**config.mk**
```make
export PLATFORM = sky130hd
export DESIGN_NAME = hyperram_arbiter
export DESIGN_NICKNAME = d
export VERILOG_FILES = /design/src/rtl/hyperram_arb_pkg.sv /design/src/rtl/hyperram_rr_picker.sv /design/src/rtl/hyperram_arbiter.sv
export SDC_FILE = /design/constraint.sdc
export NUM_CORES = 1
export LEC_CHECK = 0
export BUFFER_PORTS_ARGS = -buffer_cell sky130_fd_sc_hd__buf_2
export CORE_AREA = 2 2 112 114
export CTS_CLUSTER_DIAMETER = 40
export CTS_CLUSTER_SIZE = 16
export DETAILED_ROUTE_END_ITERATION = 10
export DIE_AREA = 0 0 114 116
export GPL_ROUTABILITY_DRIVEN = 0
export PLACE_DENSITY = 0.9
export SYNTH_ARGS = -nofsm -noshare
export SYNTH_HDL_FRONTEND = slang
export SYNTH_SLANG_ARGS = --single-unit
```
**constraint.sdc**
```tcl
create_clock -name clk -period 9.8 [get_ports clk]
set_clock_uncertainty 0.1 [all_clocks]
set_input_delay 0.49 -clock clk [delete_from_list [all_inputs] [get_ports clk]]
set_output_delay 0.49 -clock clk [all_outputs]
set_load 0.02 [all_outputs]
```
**src/rtl/hyperram_arb_pkg.sv**
```systemverilog
// hyperram_arb_pkg
//   Shared types and constants for the HyperRAM request arbiter.
//   Optional feature macro: HYPERRAM_ARB_PRIO0_EN (fixed top priority for port 0,
//   consumed inside hyperram_rr_picker).
//   No ports (package).
package hyperram_arb_pkg;

  localparam int ADDR_W    = 32;
  localparam int DATA_W    = 16;
  localparam int DS_W      = 2;
  localparam int MAX_PORTS = 4;
  localparam int GRANT_W   = 2;

  typedef enum logic [1:0] {
    IDLE = 2'd0,
    WAIT = 2'd1,
    DONE = 2'd2
  } arb_state_t;

endpackage

```
**src/rtl/hyperram_rr_picker.sv**
```systemverilog
// hyperram_rr_picker
//   Combinational round-robin selector. Scans pending requesters starting at
//   rr_ptr and wrapping modulo NUM_PORTS; the first pending port wins.
//   With HYPERRAM_ARB_PRIO0_EN defined, port 0 always wins when pending and the
//   remaining ports rotate among themselves.
// Ports:
//   pending [NUM_PORTS]  in   per-port pending flags
//   rr_ptr  [GRANT_W]    in   port that gets priority next
//   valid                out  at least one port is pending
//   index   [GRANT_W]    out  selected port (only meaningful when valid)
module hyperram_rr_picker
  import hyperram_arb_pkg::*;
#(
  parameter int NUM_PORTS = 3
) (
  input  logic [NUM_PORTS-1:0] pending,
  input  logic [GRANT_W-1:0]   rr_ptr,
  output logic                 valid,
  output logic [GRANT_W-1:0]   index
);

  // Zero-extended copy so a 2-bit candidate index is always in range.
  logic [MAX_PORTS-1:0] pending_ext;
  assign pending_ext = MAX_PORTS'(pending);

  always_comb begin
    int                 cand;
    logic [GRANT_W-1:0] cand_idx;
    valid    = 1'b0;
    index    = '0;
    cand     = 0;
    cand_idx = '0;
`ifdef HYPERRAM_ARB_PRIO0_EN
    if (pending_ext[0]) begin
      valid = 1'b1;
      index = '0;
    end else begin
      // Rotation over ports 1..NUM_PORTS-1; rr_ptr==0 means start at port 1.
      for (int k = 0; k < NUM_PORTS - 1; k++) begin
        cand     = 1 + (((rr_ptr == '0) ? 0 : (int'(rr_ptr) - 1)) + k) % (NUM_PORTS - 1);
        cand_idx = GRANT_W'(cand);
        if (!valid && pending_ext[cand_idx]) begin
          valid = 1'b1;
          index = cand_idx;
        end
      end
    end
`else
    for (int k = 0; k < NUM_PORTS; k++) begin
      cand     = (int'(rr_ptr) + k) % NUM_PORTS;
      cand_idx = GRANT_W'(cand);
      if (!valid && pending_ext[cand_idx]) begin
        valid = 1'b1;
        index = cand_idx;
      end
    end
`endif
  end

endmodule

```
**src/rtl/hyperram_arbiter.sv**
```systemverilog
// hyperram_arbiter
//   Shares one HyperRAM controller toggle req/ack interface between NUM_PORTS
//   requesters, one transaction at a time, round-robin.
//   Optional feature macro: HYPERRAM_ARB_PRIO0_EN (port 0 fixed top priority;
//   rr_ptr is not advanced after a port-0 grant).
// Ports:
//   clk, reset (async, active high)
//   p_req/p_ack          per-port toggle handshake (pending when they differ)
//   p_as/p_we/p_linear_burst/p_a/p_d/p_ds  per-port request fields (flattened)
//   p_q                  per-port read data holding registers (flattened)
//   m_req/m_ack          toggle handshake to the controller
//   m_as/m_we/m_linear_burst/m_a/m_d/m_ds  forwarded fields, m_q read data
//   grant                port currently or last served
//   busy                 high while a transaction is outstanding downstream
module hyperram_arbiter
  import hyperram_arb_pkg::*;
#(
  parameter int NUM_PORTS = 3
) (
  input  logic                        clk,
  input  logic                        reset,
  input  logic [NUM_PORTS-1:0]        p_req,
  output logic [NUM_PORTS-1:0]        p_ack,
  input  logic [NUM_PORTS-1:0]        p_as,
  input  logic [NUM_PORTS-1:0]        p_we,
  input  logic [NUM_PORTS-1:0]        p_linear_burst,
  input  logic [ADDR_W*NUM_PORTS-1:0] p_a,
  input  logic [DATA_W*NUM_PORTS-1:0] p_d,
  input  logic [DS_W*NUM_PORTS-1:0]   p_ds,
  output logic [DATA_W*NUM_PORTS-1:0] p_q,
  output logic                        m_req,
  input  logic                        m_ack,
  output logic                        m_as,
  output logic                        m_we,
  output logic                        m_linear_burst,
  output logic [ADDR_W-1:0]           m_a,
  output logic [DATA_W-1:0]           m_d,
  output logic [DS_W-1:0]             m_ds,
  input  logic [DATA_W-1:0]           m_q,
  output logic [GRANT_W-1:0]          grant,
  output logic                        busy
);

  arb_state_t state_reg, state_next;

  logic [NUM_PORTS-1:0]        p_ack_reg;
  logic [DATA_W*NUM_PORTS-1:0] p_q_reg;
  logic [GRANT_W-1:0]          grant_reg, rr_ptr_reg;
  logic                        busy_reg, m_req_reg;
  logic                        m_as_reg, m_we_reg, m_lb_reg;
  logic [ADDR_W-1:0]           m_a_reg;
  logic [DATA_W-1:0]           m_d_reg;
  logic [DS_W-1:0]             m_ds_reg;

  logic                        pick_valid;
  logic [GRANT_W-1:0]          pick_index;
  logic                        load, capture, finish;

  // Per-port fields padded to MAX_PORTS so a 2-bit index always selects in range.
  logic [MAX_PORTS-1:0] port_as, port_we, port_lb;
  logic [ADDR_W-1:0]    port_a  [MAX_PORTS];
  logic [DATA_W-1:0]    port_d  [MAX_PORTS];
  logic [DS_W-1:0]      port_ds [MAX_PORTS];

  assign port_as = MAX_PORTS'(p_as);
  assign port_we = MAX_PORTS'(p_we);
  assign port_lb = MAX_PORTS'(p_linear_burst);

  genvar gi;
  generate
    for (gi = 0; gi < MAX_PORTS; gi++) begin : g_port
      if (gi < NUM_PORTS) begin : g_used
        assign port_a[gi]  = p_a[ADDR_W*gi +: ADDR_W];
        assign port_d[gi]  = p_d[DATA_W*gi +: DATA_W];
        assign port_ds[gi] = p_ds[DS_W*gi +: DS_W];
      end else begin : g_unused
        assign port_a[gi]  = '0;
        assign port_d[gi]  = '0;
        assign port_ds[gi] = '0;
      end
    end
  endgenerate

  hyperram_rr_picker #(.NUM_PORTS(NUM_PORTS)) u_picker (
    .pending (p_req ^ p_ack_reg),
    .rr_ptr  (rr_ptr_reg),
    .valid   (pick_valid),
    .index   (pick_index)
  );

  always_ff @(posedge clk or posedge reset) begin
    if (reset) state_reg <= IDLE;
    else       state_reg <= state_next;
  end

  always_comb begin
    state_next = state_reg;
    load       = 1'b0;
    capture    = 1'b0;
    finish     = 1'b0;
    case (state_reg)
      IDLE: if (pick_valid) begin
        load       = 1'b1;
        state_next = WAIT;
      end
      WAIT: if (m_req_reg == m_ack) begin
        capture    = ~m_we_reg;
        state_next = DONE;
      end
      DONE: begin
        finish     = 1'b1;
        state_next = IDLE;
      end
      default: state_next = IDLE;
    endcase
  end

  always_ff @(posedge clk or posedge reset) begin
    if (reset) begin
      p_ack_reg  <= '0;
      p_q_reg    <= '0;
      grant_reg  <= '0;
      rr_ptr_reg <= '0;
      busy_reg   <= 1'b0;
      m_req_reg  <= 1'b0;
      m_as_reg   <= 1'b0;
      m_we_reg   <= 1'b0;
      m_lb_reg   <= 1'b0;
      m_a_reg    <= '0;
      m_d_reg    <= '0;
      m_ds_reg   <= '0;
    end else begin
      // Fields and the request toggle update on the same edge.
      if (load) begin
        m_as_reg  <= port_as[pick_index];
        m_we_reg  <= port_we[pick_index];
        m_lb_reg  <= port_lb[pick_index];
        m_a_reg   <= port_a[pick_index];
        m_d_reg   <= port_d[pick_index];
        m_ds_reg  <= port_ds[pick_index];
        grant_reg <= pick_index;
        m_req_reg <= ~m_req_reg;
        busy_reg  <= 1'b1;
      end
      if (capture) p_q_reg[grant_reg*DATA_W +: DATA_W] <= m_q;
      if (finish) begin
        p_ack_reg <= p_ack_reg ^ (NUM_PORTS'(1) << grant_reg);
        busy_reg  <= 1'b0;
`ifdef HYPERRAM_ARB_PRIO0_EN
        if (grant_reg != '0)
`endif
          rr_ptr_reg <= (int'(grant_reg) == NUM_PORTS - 1) ? '0 : grant_reg + 1'b1;
      end
    end
  end

  assign p_ack          = p_ack_reg;
  assign p_q            = p_q_reg;
  assign grant          = grant_reg;
  assign busy           = busy_reg;
  assign m_req          = m_req_reg;
  assign m_as           = m_as_reg;
  assign m_we           = m_we_reg;
  assign m_linear_burst = m_lb_reg;
  assign m_a            = m_a_reg;
  assign m_d            = m_d_reg;
  assign m_ds           = m_ds_reg;

endmodule

```
---- Yosys cells after proc, flatten, opt, wreduce, memory -nomap -nowiden ----
Cells that the tools add are included.
storage, ports and cells
  output and inout bits ................... 108
  register bits ........................... 112
  logic and storage cells ................. 85
  RAM bits ................................ 0
  bits in latches ......................... 0
  memories kept ........................... 0
  ROM bits ................................ 0
  input bits .............................. 181
operators by class
  magnitude comparators ................... 5
  shift-type cells ........................ 3
  bitwise operators ....................... 5
  $add $sub $neg .......................... 4
  multipliers ............................. 0
  reductions and logical operators ........ 7
  divide/modulo/power cells ............... 3
  eq/ne operators ......................... 6
  muxes and demuxes ....................... 39
operators by type and width
  operator                    count
  $bmux W32 S2                1
  $mod A32 B3 Y32 const B     2
  $mux W32                    2
  $bwmux W48                  1
  $shift A16 B34 Y48 const A  1
  $shiftx A16 B34 Y48         1
  $neg A6 Y34                 1
  $bmux W16 S2                1
  $mod A3 B3 Y32 const B      1
  $mux W16                    2
  $mux W1                     16
  $mux W2                     8
  $bmux W1 S2                 6
  $lt A2 B3 Y1 const B        4
  $xor A3 B3 Y3               2
  $bmux W2 S2                 1
  $eq A2 B2 Y1 const B        2
  $ne A2 B2 Y1 const B        2
  $pmux W2 S2                 1
  $add A2 B1 Y3 const B       1
  $add A2 B2 Y3 const B       1
  $ge A3 B3 Y1 const B        1
  $not A2 Y3                  1
  $shl A1 B2 Y3 const A       1
  other kinds (9)             12

---- Depth between registers and ports, before layout ----
  word-level depth ........................ 14
  gate-level depth with buffers ........... 11
  mapped depth without buffers ............ 8

---- Hierarchy ----
Synthesis repeated with hierarchy kept, for this count alone.
second synthesis, totals
  cells, all modules ...................... 624
  area total of the unflattened synthesis .. 6158.4 µm²
modules (own cells, without submodules)
  module              seq. area each (µm²)  times used  cells each  area an instance (µm²)
  hyperram_arbiter    2802.7                1           592         5906.9
  hyperram_rr_picker  0.0                   1           32          251.5

---- Least setup slack after synthesis ----
OpenSTA, ideal clock, no wires.
  path kind ............................... reg2reg
  start point ............................. register rr_ptr_reg[0]
  end point ............................... register m_a_reg[0] (netlist: m_a[0])
  cell stages (with the launch flop) ...... 12
  required time ........................... 9.568 ns
  library setup time ...................... 0.132 ns
  clock period less this slack ............ 2.274 ns
  buffers on the path ..................... 3
  slack ................................... 7.526 ns
  arrival ................................. 2.042 ns
  cell sequence ........................... dfrtp_1 inv_1 ha_1 buf_2 nor2b_1 a22oi_1 nand2_1 o2bb2ai_1 buf_4 buf_8 mux2i_1 o21ai_1
between the ends
  longest elaborated chain between the ends .. 14
  elaborated cells between the ends (all ways) .. 27
  classes of those cells .................. add/sub: 2; div: 3; mux: 17; bitwise: 1; reduce/logical: 4
ends and longest elaborated chain
  element                                                                   line                     text
  start: declaration                                                        hyperram_arbiter.sv:48   logic [GRANT_W-1:0] grant_reg, rr_ptr_reg;
  start signal: assignment                                                  hyperram_arbiter.sv:152  rr_ptr_reg <= (int'(grant_reg) == NUM_PORTS - 1) ? '0 : grant_reg + 1'b1;
  parallel branches: the longest is 14 deep, another holds $mod A32 B3 Y32  -
  end signal: assignment                                                    hyperram_arbiter.sv:138  m_a_reg <= port_a[pick_index];
  end: declaration                                                          hyperram_arbiter.sv:51   logic [ADDR_W-1:0] m_a_reg;
Parallel ways; which one is timed is not known. The select of a mux whose other input is x is not followed.
A chain may end at the register's enable or synchronous reset.

---- Worst setup path in the final report ----
  start point ............................. register rr_ptr_reg[0]
  end point ............................... register m_a_reg[17] (netlist: m_a[17])
The elaborated chain is that of the path after synthesis.

==> results.json <==
{
  "synth_edf_count": 0,
  "slew_viol_final": 0,
  "die_area_mm2": 0.0132,
  "avgViaCountPerCell": 5.39,
  "hold_ws_ns": 0.0648,
  "final_net_count": 994,
  "worst_slew_pin_slew_ns": 1.01,
  "synthArstFlopShare": 1.00,
  "largest_reg_flops": 48,
  "cts.clk_slew.worst_paths_ns": 0.07,
  "yosys_warnings": 0,
  "route.vias.total": 5153,
  "outcome": "finished, final reports clean",
  "htreeDepth": 3,
  "slew_headroom": 0.324,
  "cts_sinks": 112,
  "grt_antenna_before_repair": 0,
  "crit_arrival_ns": 3.13,
  "synth_area_mm2": 0.00543,
  "critPathLaunchType": "flop",
  "crit_end": "m_a[17]",
  "hold_viol_final": 0,
  "gr-total-overflow": 0,
  "grt_max_degree": 74,
  "layout_common_cells": "buf_2 (288), dfrtp_1 (112), nand2_1 (106)",
  "cts_resized": 0,
  "synth_top_area_frac": 0.516,
  "ir_drop_mv": 0.278,
  "fin_crit_sh": 0.307,
  "crit_type": "reg -> reg",
  "startpoint": "rr_ptr_reg[0]",
  "start_util": 0.456,
  "io_buffers": 288,
  "mostFrequentLayoutCell": "buf_2",
  "nFillCells": 1059,
  "io_pins": 289,
  "grt_pass1_wl_mm": 25.2,
  "avgSynthCellArea_um2": 10.1,
  "path_cells": "inv_1 -> ha_1 -> nor2b_1 -> a22oi_1 -> nand2_1 -> o2bb2ai_4 -> buf_4 -> mux2i_1 -> o21ai_1",
  "area_growth_pct": 32.2,
  "r2r_start": "rr_ptr_reg[0]",
  "post_cts_buffers": 0,
  "synthCells": 537,
  "place_area_mm2": 0.00690,
  "holdCritPathClass": "in -> async",
  "stdcell_area_mm2": 0.00718,
  "slowest_delay_ns": 0.69,
  "power.density_mw_per_mm2": 367,
  "max_cap_violations": 0,
  "ys_types": 35,
  "p_leak_nw": 3.57,
  "hpwl_mm": 12.3,
  "r2r_slack_ns": 6.79,
  "first_pass_iters": 5,
  "grt_pass1_vias": 4917,
  "num_rows": 40,
  "grtUsageTotal": 0.246,
  "insertion_delay_ns": 0.36,
  "required_ns": 9.92,
  "core_mm2": 0.0119,
  "drive_above_1_share": 0.391,
  "drc": 0,
  "netlist_top_cells_area": "dfrtp_1 (52%), mux2i_1 (10%), a22oi_1 (7.5%)",
  "r2r_end": "m_a[17]",
  "ff2ff_path_depth": 9,
  "ctsHoldBuffers": 0,
  "cp-end-kind": "flop",
  "synth_fp_nets": 727,
  "cp_max_fo": 51,
  "cts_buffers": 9,
  "cts_tree": "done",
  "synth_top_flop_cell": "dfrtp_1",
  "synth_seq_cells": 112,
  "synth_top_cell_by_area": "dfrtp_1",
  "wl_mm": 16.8,
  "cts_max_path_buffers": 2,
  "setup_viol": 0,
  "initialDrtViolationCount": 443,
  "rsz0062_at_grt": "false",
  "routedWlPerCell_um": 17.6,
  "fmax_ghz": 0.332,
  "post-route-min-period_ns": 3.01,
  "die_h_um": 116,
  "fin_setup_tns_ns": 0,
  "cp_slowest_cell": "buf_4",
  "cts_root_buf": "clkbuf_16",
  "postRouteAntennaNets": 0,
  "yosysSeqAreaShare": 0.516,
  "die_width_um": 114
}
per-layer routing:
| layer | global-route usage | share of wire | vias to the layer above |
|---|---|---|---|
| met5 | 0 | 0 | - |
| met4 | 0.0992 | 0.028 | 0 |
| met3 | 0.0581 | 0.081 | 41 |
| met2 | 0.399 | 0.49 | 270 |
| met1 | 0.320 | 0.40 | 2408 |
| li1 | - | - | 2434 |
cells by family after synthesis:
logic type | share of synthesized area
AOI/OAI and AO/OA | 0.199
xor gates and xnor gates | 0.0177
adders and majority gates | 0.0207
buffers and inverters | 0.0496
DFF | 0.516
muxes | 0.0996
and+or+nand+nor | 0.0971
worst max-delay path: cells and delay by family, from the launching register on:
kind	cells	cell delay, ns
compound gates	3	0.50
fa+ha+maj	1	0.46
buf+inv	2	0.76
flops	1	0.35
mux	1	0.28
simple gates	2	0.34
layout make-up:
type	instances	area (um2)	area share
clock buffer	9	225	0.0314
inverter	7	28.8	0.00401
clock inverter	6	52.6	0.00732
antenna	1	2.50	0.000349
tap	147	184	0.0256
timing repair buffer	293	1480	0.206
multi-input combinational	381	2400	0.335
sequential	112	2800	0.391
cells in the mapped netlist (2+ instances only):
cell,n
xnor2_1,7
a21oi_1,7
a22oi_1,54
mux2i_1,54
ha_1,9
buf_8,5
buf_6,4
nor3b_1,4
o21ai_0,51
nor2b_1,4
nand2_1,106
clkbuf_1,18
dfrtp_1,112
xor2_1,4
buf_2,8
buf_4,2
nor2_1,5
o21ai_1,56
o211ai_1,4
inv_1,7
a32oi_1,2
power by group:
group          switching (mW)  internal, mW  total [mW]
sequential              0.118         0.653       0.771
clock                   0.183         0.176       0.359
combinational           0.943         0.562        1.50
total                    1.24          1.39        2.64
how the worst min path moves through the flow:
stage                      start      endpoint  slack (ns)  depth (start not counted)
floorplan           state_reg[1]  state_reg[0]        0.37                          1
global placement          p_q[3]        p_q[3]        0.36                          2
detailed placement       p_q[34]       p_q[34]        0.36                          2
CTS                        reset       m_a[15]        0.09                          2
global route               reset      p_ack[2]        0.11                          2
finish                     reset       m_a[15]        0.06                          2
metrics by stage:
stage	setup slack, ns	power, mW	std cells	utilization
after global placement	6.85	2.23	940	0.579
after CTS	6.80	2.64	955	0.602
after floorplan	6.25	1.91	537	-
after global routing	6.58	2.82	955	0.602
final	6.79	2.64	956	0.602
after detailed placement	6.82	2.28	940	0.579
(Power assumes the default switching activity.)
